$ cat config.mk
export PLATFORM = sky130hd
export DESIGN_NAME = shift_reg_univ
export DESIGN_NICKNAME = d
export VERILOG_FILES = /design/src/rtl/shift_reg_univ.sv
export SDC_FILE = /design/constraint.sdc
export NUM_CORES = 1
export LEC_CHECK = 0
export BUFFER_PORTS_ARGS = -buffer_cell sky130_fd_sc_hd__buf_2
export CORE_MARGIN = 3
export CORE_UTILIZATION = 49
export CTS_CLUSTER_SIZE = 10
export DETAILED_ROUTE_END_ITERATION = 6
export PLACE_DENSITY = 0.89
export SLEW_MARGIN = 20
export SYNTH_ARGS = -nofsm -noshare
export SYNTH_HDL_FRONTEND = slang
export SYNTH_SLANG_ARGS = --single-unit
$ cat constraint.sdc
create_clock -name clk -period 1.95 [get_ports clk]
set_clock_uncertainty 0.1 [all_clocks]
set_input_delay 0.0975 -clock clk [delete_from_list [all_inputs] [get_ports clk]]
set_output_delay 0.0975 -clock clk [all_outputs]
set_load 0.03 [all_outputs]
$ cat src/rtl/shift_reg_univ.sv
// shift_reg_univ: parametrised universal shift register.
// Holds, shifts, rotates, loads or clears a WIDTH-bit word. It also keeps a
// registered serial output and a frame counter that pulses o_frame_done once
// every WIDTH shift/rotate operations. All outputs come straight from flops.
//
// Handshake: there is no valid/ready pair. i_en acts as a per-cycle
// qualifier, and i_mode, i_serial_in and i_data are consumed only on a rising
// edge where i_en=1. Nothing backpressures, and every qualified edge executes
// exactly one operation.
module shift_reg_univ #(
  parameter int unsigned            WIDTH     = 8,
  parameter logic [WIDTH-1:0]       RESET_VAL = {WIDTH{1'b0}},
  localparam int unsigned           CW        = $clog2(WIDTH + 1)
) (
  input  logic             clk,
  input  logic             reset,
  input  logic             i_en,
  input  logic [2:0]       i_mode,
  input  logic             i_serial_in,
  input  logic [WIDTH-1:0] i_data,
  output logic [WIDTH-1:0] o_data,
  output logic             o_serial_out,
  output logic [CW-1:0]    o_count,
  output logic             o_frame_done
);

  typedef enum logic [2:0] {
    MODE_HOLD  = 3'b000,
    MODE_SHL   = 3'b001,
    MODE_SHR   = 3'b010,
    MODE_ROL   = 3'b011,
    MODE_ROR   = 3'b100,
    MODE_LOAD  = 3'b101,
    MODE_CLEAR = 3'b110,
    MODE_RSVD  = 3'b111
  } mode_e;

  // Count value on which the next shift op closes the frame.
  localparam logic [CW-1:0] LAST_COUNT = CW'(WIDTH - 1);

  logic [WIDTH-1:0] r_data;
  logic             r_serial_out;
  logic [CW-1:0]    r_count;
  logic             r_frame_done;

  logic [WIDTH-1:0] w_next_data;
  logic             w_next_serial;
  logic             w_shift_op;
  logic             w_count_clr;
  mode_e            w_mode;

  assign w_mode = mode_e'(i_mode);

  // Work out the next data word and serial bit, and classify the operation.
  always_comb begin
    w_next_data   = r_data;
    w_next_serial = r_serial_out;
    w_shift_op    = 1'b0;
    w_count_clr   = 1'b0;
    if (i_en) begin
      case (w_mode)
        MODE_SHL: begin
          w_next_data   = {r_data[WIDTH-2:0], i_serial_in};
          w_next_serial = r_data[WIDTH-1];
          w_shift_op    = 1'b1;
        end
        MODE_SHR: begin
          w_next_data   = {i_serial_in, r_data[WIDTH-1:1]};
          w_next_serial = r_data[0];
          w_shift_op    = 1'b1;
        end
        MODE_ROL: begin
          w_next_data   = {r_data[WIDTH-2:0], r_data[WIDTH-1]};
          w_next_serial = r_data[WIDTH-1];
          w_shift_op    = 1'b1;
        end
        MODE_ROR: begin
          w_next_data   = {r_data[0], r_data[WIDTH-1:1]};
          w_next_serial = r_data[0];
          w_shift_op    = 1'b1;
        end
        MODE_LOAD: begin
          w_next_data   = i_data;
          w_next_serial = 1'b0;
          w_count_clr   = 1'b1;
        end
        MODE_CLEAR: begin
          w_next_data   = RESET_VAL;
          w_next_serial = 1'b0;
          w_count_clr   = 1'b1;
        end
        default: begin
          // HOLD and the reserved code leave everything as it is.
          w_next_data   = r_data;
          w_next_serial = r_serial_out;
        end
      endcase
    end
  end

  // Register the data path and the frame counter. A load or clear always
  // wins over frame completion, so it never emits a pulse.
  always_ff @(posedge clk or posedge reset) begin
    if (reset) begin
      r_data       <= RESET_VAL;
      r_serial_out <= 1'b0;
      r_count      <= '0;
      r_frame_done <= 1'b0;
    end else begin
      r_data       <= w_next_data;
      r_serial_out <= w_next_serial;
      if (w_count_clr) begin
        r_count      <= '0;
        r_frame_done <= 1'b0;
      end else if (w_shift_op) begin
        if (r_count == LAST_COUNT) begin
          r_count      <= '0;
          r_frame_done <= 1'b1;
        end else begin
          r_count      <= r_count + CW'(1);
          r_frame_done <= 1'b0;
        end
      end else begin
        r_frame_done <= 1'b0;
      end
    end
  end

  assign o_data       = r_data;
  assign o_serial_out = r_serial_out;
  assign o_count      = r_count;
  assign o_frame_done = r_frame_done;

endmodule

==> reports/summary.md, run 1 <==
• 0 — initial antenna violation count
• 0.557 — Initial Util
• sky130_fd_sc_hd__buf_2 — most common cell after layout, fill and taps aside
• 0.661 — utilization after layout
• 21 — pin count of the biggest net entering global routing
• 49.0 µm — die outline width
• o_count[0] — critical register-to-register path startpoint
• 907 µm² — synthesized area
• 0.810 — Period Utilization, post-route
• 26 — starting DRC count in detailed routing
• 0.37 ns — internal reg-to-reg setup slack
• 1.58 ns — Period minus WS final
• 0.516 ns — Worst-Margin Slew
• 459 µV — maximum resistive drop on vdd
• 0.804 — Final Wtd Congestion
• 3 — cts bufs inserted
• 119 — post-synth net total
• 0 — buffers inserted by post-CTS timing repair
• 148 — Nets
• 2 — maximum root-to-sink buffer count
• 0 — number of instances resized during post-cts repair
• flop — Worst Setup Start Kind
• 103 — Post-Syn Instances
• 7 — largest driver fanout on the critical path
• 5 — reg2reg path depth
• 0.285 — layout cell share with drive strength beyond 1
• 1.64 mm — detailed placement HPWL
• 1.65 ns — data arrival at the endpoint of the critical path
• 29 — number of primary I/O pins
• 8.81 µm² — mean post-synth cell area
• 0 — number of max-slew violations in the final report
• 0.656 — worst rel slew slack
• o_count[0] — endpoint of the worst-slack reg-to-reg timing path
• 2 — Worst Hold Path Cells
• 0 — count of warnings emitted by yosys
• 900 nW/µm² — total power per unit cell area
• reg2reg — category of the most critical setup path
• 14 — std cell rows
• flop — endpoint type of the worst setup path
• 49.0 µm — overall die height
• 0 — diodes inserted
• 2.02 ns — Required @ worst endpoint
• 0 — number of hold-slack violations in the final timing report
• 0.08 ns — register clock-pin slew on the reported worst setup and hold paths
• 969 µW — Total Power Consumption
• 14 — register bit total from synthesis
• 4 — drt first pass iters
• 907 — total number of vias
• o_data[6] — capture endpoint of the worst hold path
• 0 — total DRC errors in the routed layout
• completed — run status
• no — setup repair after global routing missed its margin
• 0 — Max Cap Violations
• 876 — number of global-route vias before repair
• 5.89 — via density per instance
• 0.000491 µW — Leak
• 0.28 ns — later-pin clock latency in the skew report
• i_en — origin of the worst min-delay path
• 0.386 — portion of the post-synthesis area used by sequential elements
• 0 — number of antenna-violating nets in the routed design
• 28 — buffers added on ports
• 28 x sky130_fd_sc_hd__buf_2, 14 x sky130_fd_sc_hd__nand2_1, 14 x sky130_fd_sc_hd__dfrtp_1 — commonest cells after routing, fill and taps aside
• 37 — count of distinct cell types in the synthesized netlist
• 2400 µm² — Die ar.
• 1 — level count of the clock H-tree
• 14 — clock sink count
• in2reg — Tightest Hold Check Type
• done — clock tree from TritonCTS
• 3.71 mm — global-route wire length before repair
• sky130_fd_sc_hd__clkbuf_4 — Clk Tree Root Cell
• 14.1 µm — routed length per placed instance
• 0 — number of endpoints failing setup at the final stage
• 0 — global-route congestion overflow total
• 153 — number of fillers in the final layout
• 2.18 mm — wire length reported by the detailed router
• 1630 µm² — Core Footprint
• 18.6% — area growth from synthesis to final layout
• 0.196 — global router's overall resource usage
• 0.633 GHz — Max Clk Rate
• 0 ns — aggregate negative setup slack
## worst max-delay path: stages, from the launching register on
cell,delay [ns]
sky130_fd_sc_hd__dfrtp_1,0.46
sky130_fd_sc_hd__ha_1,0.29
sky130_fd_sc_hd__and3b_1,0.22
sky130_fd_sc_hd__o31ai_1,0.22
sky130_fd_sc_hd__nand2_1,0.08
sky130_fd_sc_hd__o311ai_1,0.10
## sequential cells by signal, indices dropped and copies added, names as in the netlist
register,flops
o_count,4
o_serial_out,1
o_data,8
o_frame_done,1
## repair_timing
item / 4_1_cts / 5_1_grt
hold endpoints to repair: 14 / 0
setup endpoints to repair: 0 / 0
hold buffers: 1 / 0
## through the flow
stage          area (µm²)  hold WS, ns  cells  setup WS [ns]
4_1_cts              1080       0.0341    154          0.395
6_report             1080       0.0277    154          0.371
3_3_place_gp         1040       0.0462    150          0.429
5_1_grt              1080       0.0548    154          0.302
3_5_place_dp         1040       0.0658    150          0.370
2_1_floorplan         907       -0.113    103          0.403
## where the power goes
part / total (µW) / switching, µW / internal, µW
registers: 421 / 73.9 / 347
logic: 384 / 253 / 131
clock network: 163 / 91.8 / 71.6
## cells in the mapped netlist
cell,n,area share
sky130_fd_sc_hd__a211oi_1,2,0.017
sky130_fd_sc_hd__a21o_1,1,0.0083
sky130_fd_sc_hd__a21oi_1,2,0.011
sky130_fd_sc_hd__a21oi_2,1,0.0097
sky130_fd_sc_hd__a22oi_1,3,0.025
sky130_fd_sc_hd__a31oi_1,6,0.041
sky130_fd_sc_hd__a31oi_4,1,0.023
sky130_fd_sc_hd__a32o_1,1,0.011
sky130_fd_sc_hd__a32oi_1,3,0.029
sky130_fd_sc_hd__and2b_1,2,0.017
sky130_fd_sc_hd__and3_1,2,0.014
sky130_fd_sc_hd__and3b_1,1,0.0097
sky130_fd_sc_hd__buf_2,3,0.017
sky130_fd_sc_hd__buf_4,1,0.0083
sky130_fd_sc_hd__buf_6,1,0.012
sky130_fd_sc_hd__dfrtp_1,14,0.39
sky130_fd_sc_hd__ha_1,1,0.014
sky130_fd_sc_hd__inv_1,5,0.021
sky130_fd_sc_hd__nand2_1,14,0.058
sky130_fd_sc_hd__nand2b_1,4,0.028
sky130_fd_sc_hd__nand2b_2,1,0.0097
sky130_fd_sc_hd__nand3_1,1,0.0055
sky130_fd_sc_hd__nor2_1,9,0.037
sky130_fd_sc_hd__nor3_1,2,0.011
sky130_fd_sc_hd__nor4b_1,1,0.0097
sky130_fd_sc_hd__o211ai_1,1,0.0083
sky130_fd_sc_hd__o211ai_2,1,0.014
sky130_fd_sc_hd__o21ai_0,6,0.033
sky130_fd_sc_hd__o21ai_1,2,0.011
sky130_fd_sc_hd__o21bai_1,1,0.0083
sky130_fd_sc_hd__o221ai_1,2,0.019
sky130_fd_sc_hd__o22a_1,1,0.0097
sky130_fd_sc_hd__o22ai_1,2,0.014
sky130_fd_sc_hd__o311ai_1,2,0.019
sky130_fd_sc_hd__o31ai_1,1,0.0083
sky130_fd_sc_hd__o31ai_2,1,0.014
sky130_fd_sc_hd__or2_4,1,0.0097
## layer usage
layer	up-vias	track usage	wire length, µm
li1	446	-	-
met1	431	0.224	964
met2	28	0.333	1070
met3	2	0.0336	120
met4	0	0.133	25
met5	-	0	0
## final cells by class
cell class                 instances  area (µm²)  share of cell area
multi-input combinational         79         504               0.469
sequential                        14         350               0.326
timing repair buffer              29         150               0.140
tap                               24        30.0              0.0279
clock buffer                       3        22.5              0.0209
inverter                           5        18.8              0.0174
## cells by family (layout without fill, tap and decap cells)
family,count (synthesis),after routing,synth area share
compound gates,40,40,0.334
simple gates,38,38,0.208
flops,14,14,0.386
buf+inv,10,37,0.0579
fa+ha+maj,1,1,0.0138
## how the worst max path moves through the flow
stage	startpoint	endpoint	slack (ns)	cells past startpoint
2_1_floorplan	o_count[0]	o_count[0]	0.40	5
3_3_place_gp	i_mode[0]	o_count[3]	0.43	5
5_1_grt	o_count[0]	o_count[0]	0.30	5
3_5_place_dp	i_mode[0]	o_count[3]	0.37	5
6_report	o_count[0]	o_count[0]	0.37	5
4_1_cts	o_count[0]	o_count[0]	0.40	5
No activity file was read; power rests on OpenSTA's default activity.
==> inputs of run 2 (changes only) <==
Clock period 1.95 ns to 1.6 ns, I/O delays scaled along.
==> run 2 against run 1 <==
Net effect:
- maximum frequency grew 3.2%
- die area is the same
- global-route usage up 0.98 points
- wire length increased by 4.1%
- via count up 6.0%
- sequential share of layout area fell by 1.1 points
- critical endpoint unchanged
- largest cell class unchanged
- highest routed layer unchanged
==> reports/summary.md, run 2 (synthesis results as in run 1) <==
• sky130_fd_sc_hd__dfrtp_1 — cell with the largest stage delay on the worst path
• 1.62 ns — data arrival at the endpoint of the critical path
• 0.0367 — global routing usage on met3
• 0.07 ns — internal reg-to-reg setup slack
• 0 — number of hold-slack violations in the final timing report
• 0.557 — Initial Util
• 1630 µm² — Core Footprint
• 153 — number of placed instances, taps included
• 14 — std cell rows
• 1070 µm² — area post-placement
• 0 — global-route congestion overflow total
• 1130 nW/µm² — total power per unit cell area
• 151 — Nets
• 0.520 ns — Worst-Margin Slew
• flop — endpoint type of the worst setup path
• 14 — clock sink count
• 5 — reg2reg path depth
• 6.08 — via density per instance
• 59 — starting DRC count in detailed routing
• o_count[0] — critical register-to-register path startpoint
• in2reg — Tightest Hold Check Type
• o_count[0] — endpoint of the worst-slack reg-to-reg timing path
• o_data[4] — capture endpoint of the worst hold path
• 504 µm² — area of the multi-input gates
• 2 — maximum root-to-sink buffer count
• 22.6% — area growth from synthesis to final layout
• 0 — total DRC errors in the routed layout
• 3 — cts bufs inserted
• 0.0702 ns — final worst-path setup slack
• 0.09 ns — register clock-pin slew on the reported worst setup and hold paths
• 28 x sky130_fd_sc_hd__buf_2, 14 x sky130_fd_sc_hd__nand2_1, 14 x sky130_fd_sc_hd__dfrtp_1 — commonest cells after routing, fill and taps aside
• 49.0 µm — overall die height
• 0.100 ns — placement-stage worst setup slack
• 29 — number of primary I/O pins
• 1.69 ns — Required @ worst endpoint
• 0.206 — global router's overall resource usage
• 2400 µm² — Die ar.
• no — setup repair after global routing missed its margin
• completed — run status
• 158 — Non-Filler Instances
• 0 — Max Cap Violations
• 0 — number of antenna-violating nets in the routed design
• done — clock tree from TritonCTS
• 0.321 — met2 GRT Util
• 2.26 mm — wire length reported by the detailed router
• 0 ns — aggregate negative setup slack
• 7 — largest driver fanout on the critical path
• 0 — number of max-slew violations in the final report
• 961 — total number of vias
• 877 — number of global-route vias before repair
• 0 — initial antenna violation count
• 0 — diodes inserted
• 19 — pin count of the biggest net entering global routing
• 139 — number of fillers in the final layout
• sky130_fd_sc_hd__clkbuf_4 — Clk Tree Root Cell
• 0.306 — layout cell share with drive strength beyond 1
• reg2reg — category of the most critical setup path
• 646 µV — maximum resistive drop on vdd
• 8 — flip-flop count of the largest register after layout
• 28 — buffers added on ports
• 49.0 µm — die outline width
• i_en — origin of the worst min-delay path
• sky130_fd_sc_hd__buf_2 — most common cell after layout, fill and taps aside
• 0.0118 ns — Hold Worst Slack
• 0.269 — grt met1 use
• 350 µm² — area of all sequential standard cells
• 3.93 mm — global-route wire length before repair
• 0.814 — Final Wtd Congestion
• ha_1 > and3b_1 > o31ai_1 > nand2_1 > o311ai_1 — chain of cells forming the critical path
• 0.000512 µW — Leak
• 0.654 GHz — Max Clk Rate
• 0.46 ns — stage delay of the slowest cell on the critical path
• 0.956 — Period Utilization, post-route
• 0.29 ns — later-pin clock latency in the skew report
• 1.67 mm — detailed placement HPWL
• flop — Worst Setup Start Kind
• met2 — GR peak layer
• 0 — buffers inserted by post-CTS timing repair
• 0.653 — worst rel slew slack
• 1.53 ns — Period minus WS final
• 2 — Worst Hold Path Cells
• 0 — number of endpoints failing setup at the final stage
• 1 — level count of the clock H-tree
• 14.3 µm — routed length per placed instance
• 4 — drt first pass iters
• 1110 µm² — post-route design area
## run 2: layout make-up
type / instances / area share
well taps: 24 / 0.0270
clock buffers: 4 / 0.0326
inverters: 5 / 0.0169
multi-input cells: 79 / 0.453
repair buffers: 32 / 0.155
flip-flops and latches: 14 / 0.315
## run 2: repair_timing
item	in CTS	in global routing
endpoints found under the hold margin	14	0
resized for setup	0	0
endpoints found under the setup margin	0	0
hold buffers	1	0
## run 2: worst max-delay path by stage
| stage | from | endpoint | slack (ns) | cells after the start |
|---|---|---|---|---|
| finish | o_count[0] | o_count[0] | 0.07 | 5 |
| global route | o_count[0] | o_count[0] | 0.009 | 5 |
| CTS | o_count[0] | o_count[0] | 0.08 | 5 |
| detailed placement | o_count[0] | o_count[0] | 0.10 | 5 |
| global placement | o_count[0] | o_count[0] | 0.17 | 5 |
| floorplan | o_count[0] | o_count[0] | 0.05 | 5 |
## run 2: routing by layer
metal,up-vias,share of wire
li1,448,-
met1,448,0.42
met2,51,0.47
met3,14,0.077
met4,0,0.034
met5,-,0
## run 2: power by group
part | total [µW] | internal [µW] | leakage, µW | switching, µW
registers | 514 | 423 | 0.000170 | 90.1
clock network | 263 | 139 | 0.0000210 | 124
logic | 479 | 165 | 0.000322 | 314
## run 2: worst max-delay path, delay by kind of cell, from the launching register on
family | cells | cell delay (ns)
DFF | 1 | 0.46
adders and majority gates | 1 | 0.30
AOI/OAI and AO/OA | 2 | 0.29
and+or+nand+nor | 2 | 0.28
## run 2: through the flow
stage               power, µW  utilization
global placement          975        0.654
finish                   1260        0.683
CTS                      1250        0.683
global route             1340        0.683
floorplan                 837            -
detailed placement        991        0.654
==> inputs of run 3 (changes only) <==
Settings changed: PLACE_DENSITY 0.89 to 0.77.
==> run 3 against run 2 <==
Net effect:
- die area is the same
- sequential cell count unchanged
- non-clock buffer count grew 3
- design area rose by 2.5%
- worst hold slack gained 0.042 ns
- power about the same
- sequential share of layout area decreased by 0.76 points
- clock-buffer cell count is the same
- maximum frequency increased by 1.7%
- global-route usage about the same
- critical endpoint unchanged
==> reports/summary.md, run 3 (synthesis results as in run 1) <==
• completed — run status
• reg2reg — category of the most critical setup path
• 0.539 ns — Worst-Margin Slew
• 1.59 ns — data arrival at the endpoint of the critical path
• 0.45 ns — stage delay of the slowest cell on the critical path
• sky130_fd_sc_hd__buf_2 — most common cell after layout, fill and taps aside
• 1060 µm² — area post-placement
• 0.321 — layout cell share with drive strength beyond 1
• 28 — buffers added on ports
• 0.793 — Final Wtd Congestion
• 5 — critical path depth in cells
• 0.641 — worst rel slew slack
• 1.50 ns — Period minus WS final
• 0.000525 µW — Leak
• 0 — initial antenna violation count
• 0.665 GHz — Max Clk Rate
• i_data[6] — origin of the worst min-delay path
• 8 — flip-flop count of the largest register after layout
• o_data[6] — capture endpoint of the worst hold path
• sky130_fd_sc_hd__clkbuf_4 — Clk Tree Root Cell
• 1 — level count of the clock H-tree
• 0.206 — global router's overall resource usage
• 14 — std cell rows
• 49.0 µm — overall die height
• 3 — Worst Hold Path Cells
• 0.09 ns — register clock-pin slew on the reported worst setup and hold paths
• flip-flops — kind of cell adding the most delay to the critical path
• 5.71 — via density per instance
• 0 — diodes inserted
• 3.85 mm — global-route wire length before repair
• 832 — number of global-route vias before repair
• 0 — Max Cap Violations
• 0 — buffers plus inverters on the worst setup path
• 919 — total number of vias
• 692 µV — maximum resistive drop on vdd
• flop — endpoint type of the worst setup path
• 0.1 ns — internal reg-to-reg setup slack
• 0 — total DRC errors in the routed layout
• 3 — cts bufs inserted
• 14 — clock sink count
• 0 — number of antenna-violating nets in the routed design
• 2 — maximum root-to-sink buffer count
• 25.7% — area growth from synthesis to final layout
• done — clock tree from TritonCTS
• 141 — number of fillers in the final layout
• 14.1 µm — routed length per placed instance
• 23 — starting DRC count in detailed routing
• 5 — reg2reg path depth
• o_count[0] — critical register-to-register path startpoint
• 0.0537 ns — Hold Worst Slack
• 2.28 mm — wire length reported by the detailed router
• 1630 µm² — Core Footprint
• 0 — number of endpoints failing setup at the final stage
• 49.0 µm — die outline width
• flop — Worst Setup Start Kind
• 0 — number of hold-slack violations in the final timing report
• 1140 µm² — post-route design area
• 7 — largest driver fanout on the critical path
• sky130_fd_sc_hd__dfrtp_1 — cell with the largest stage delay on the worst path
• in2reg — Tightest Hold Check Type
• 28 x sky130_fd_sc_hd__buf_2, 14 x sky130_fd_sc_hd__nand2_1, 14 x sky130_fd_sc_hd__dfrtp_1 — commonest cells after routing, fill and taps aside
• 2400 µm² — Die ar.
• 154 — Nets
• 0.28 ns — later-pin clock latency in the skew report
• 1.69 ns — Required @ worst endpoint
• 0 — number of max-slew violations in the final report
• 0.940 — Period Utilization, post-route
• ha_2 > and3b_1 > o31ai_1 > nand2_1 > o311ai_1 — chain of cells forming the critical path
• 1100 nW/µm² — total power per unit cell area
• 0 — global-route congestion overflow total
• 1.62 mm — detailed placement HPWL
• o_count[0] — endpoint of the worst-slack reg-to-reg timing path
• 20 — pin count of the biggest net entering global routing
• 29 — number of primary I/O pins
• 4 — drt first pass iters
• 0.557 — Initial Util
• 1260 µW — Total Power Consumption
==> run 3: cell count changes in the layout (fill, tap and decap cells not counted), sizes merged <==
cell	delta
buf	+2
dlygate4sd3	+1
==> run 3: layout make-up <==
type | instances | area [µm²] | area share
clock buffers | 4 | 36.3 | 0.0318
inverters | 5 | 18.8 | 0.0165
multi-input cells | 79 | 507 | 0.445
flip-flops and latches | 14 | 350 | 0.307
well taps | 24 | 30.0 | 0.0263
repair buffers | 35 | 198 | 0.173
==> run 3: worst max path at each step <==
stage	start	to	slack [ns]
floorplan	o_count[0]	o_count[0]	0.05
finish	o_count[0]	o_count[0]	0.1
global placement	o_count[0]	o_count[0]	0.17
CTS	i_en	o_data[1]	0.06
detailed placement	o_count[0]	o_count[0]	0.10
global route	o_count[0]	o_count[0]	-0.02
==> run 3: stage by stage <==
stage | setup slack, ns | instances | util | setup TNS (ns)
2_1_floorplan | 0.0534 | 103 | - | 0
3_3_place_gp | 0.169 | 152 | 0.650 | 0
3_5_place_dp | 0.102 | 152 | 0.650 | 0
4_1_cts | 0.0571 | 158 | 0.684 | 0
5_1_grt | -0.0223 | 161 | 0.700 | -0.0223
6_report | 0.0955 | 161 | 0.700 | 0
==> run 3: per-layer routing <==
metal  track usage  up-vias  part of all wire
met5             0        -                 0
met4         0.128        0             0.017
met3        0.0275        4             0.037
met2         0.299       25              0.47
met1         0.286      433              0.47
li1              -      457                 -
==> run 3: timing repair <==
action	4_1_cts	5_1_grt
setup endpoints to repair	0	6
buffers inserted	0	3
hold buffers	2	0
endpoints found under the hold margin	15	0
gates resized for setup	0	1
==> run 3: power by group <==
| part | internal [µW] | switching [µW] |
|---|---|---|
| clock network | 139 | 119 |
| registers | 423 | 87.7 |
| logic | 173 | 314 |
| total | 735 | 520 |
==> run 3: tightest hold or removal path, delay by kind of cell <==
family          cells  cell delay, ns
buf+inv             1            0.09
compound gates      2            0.22
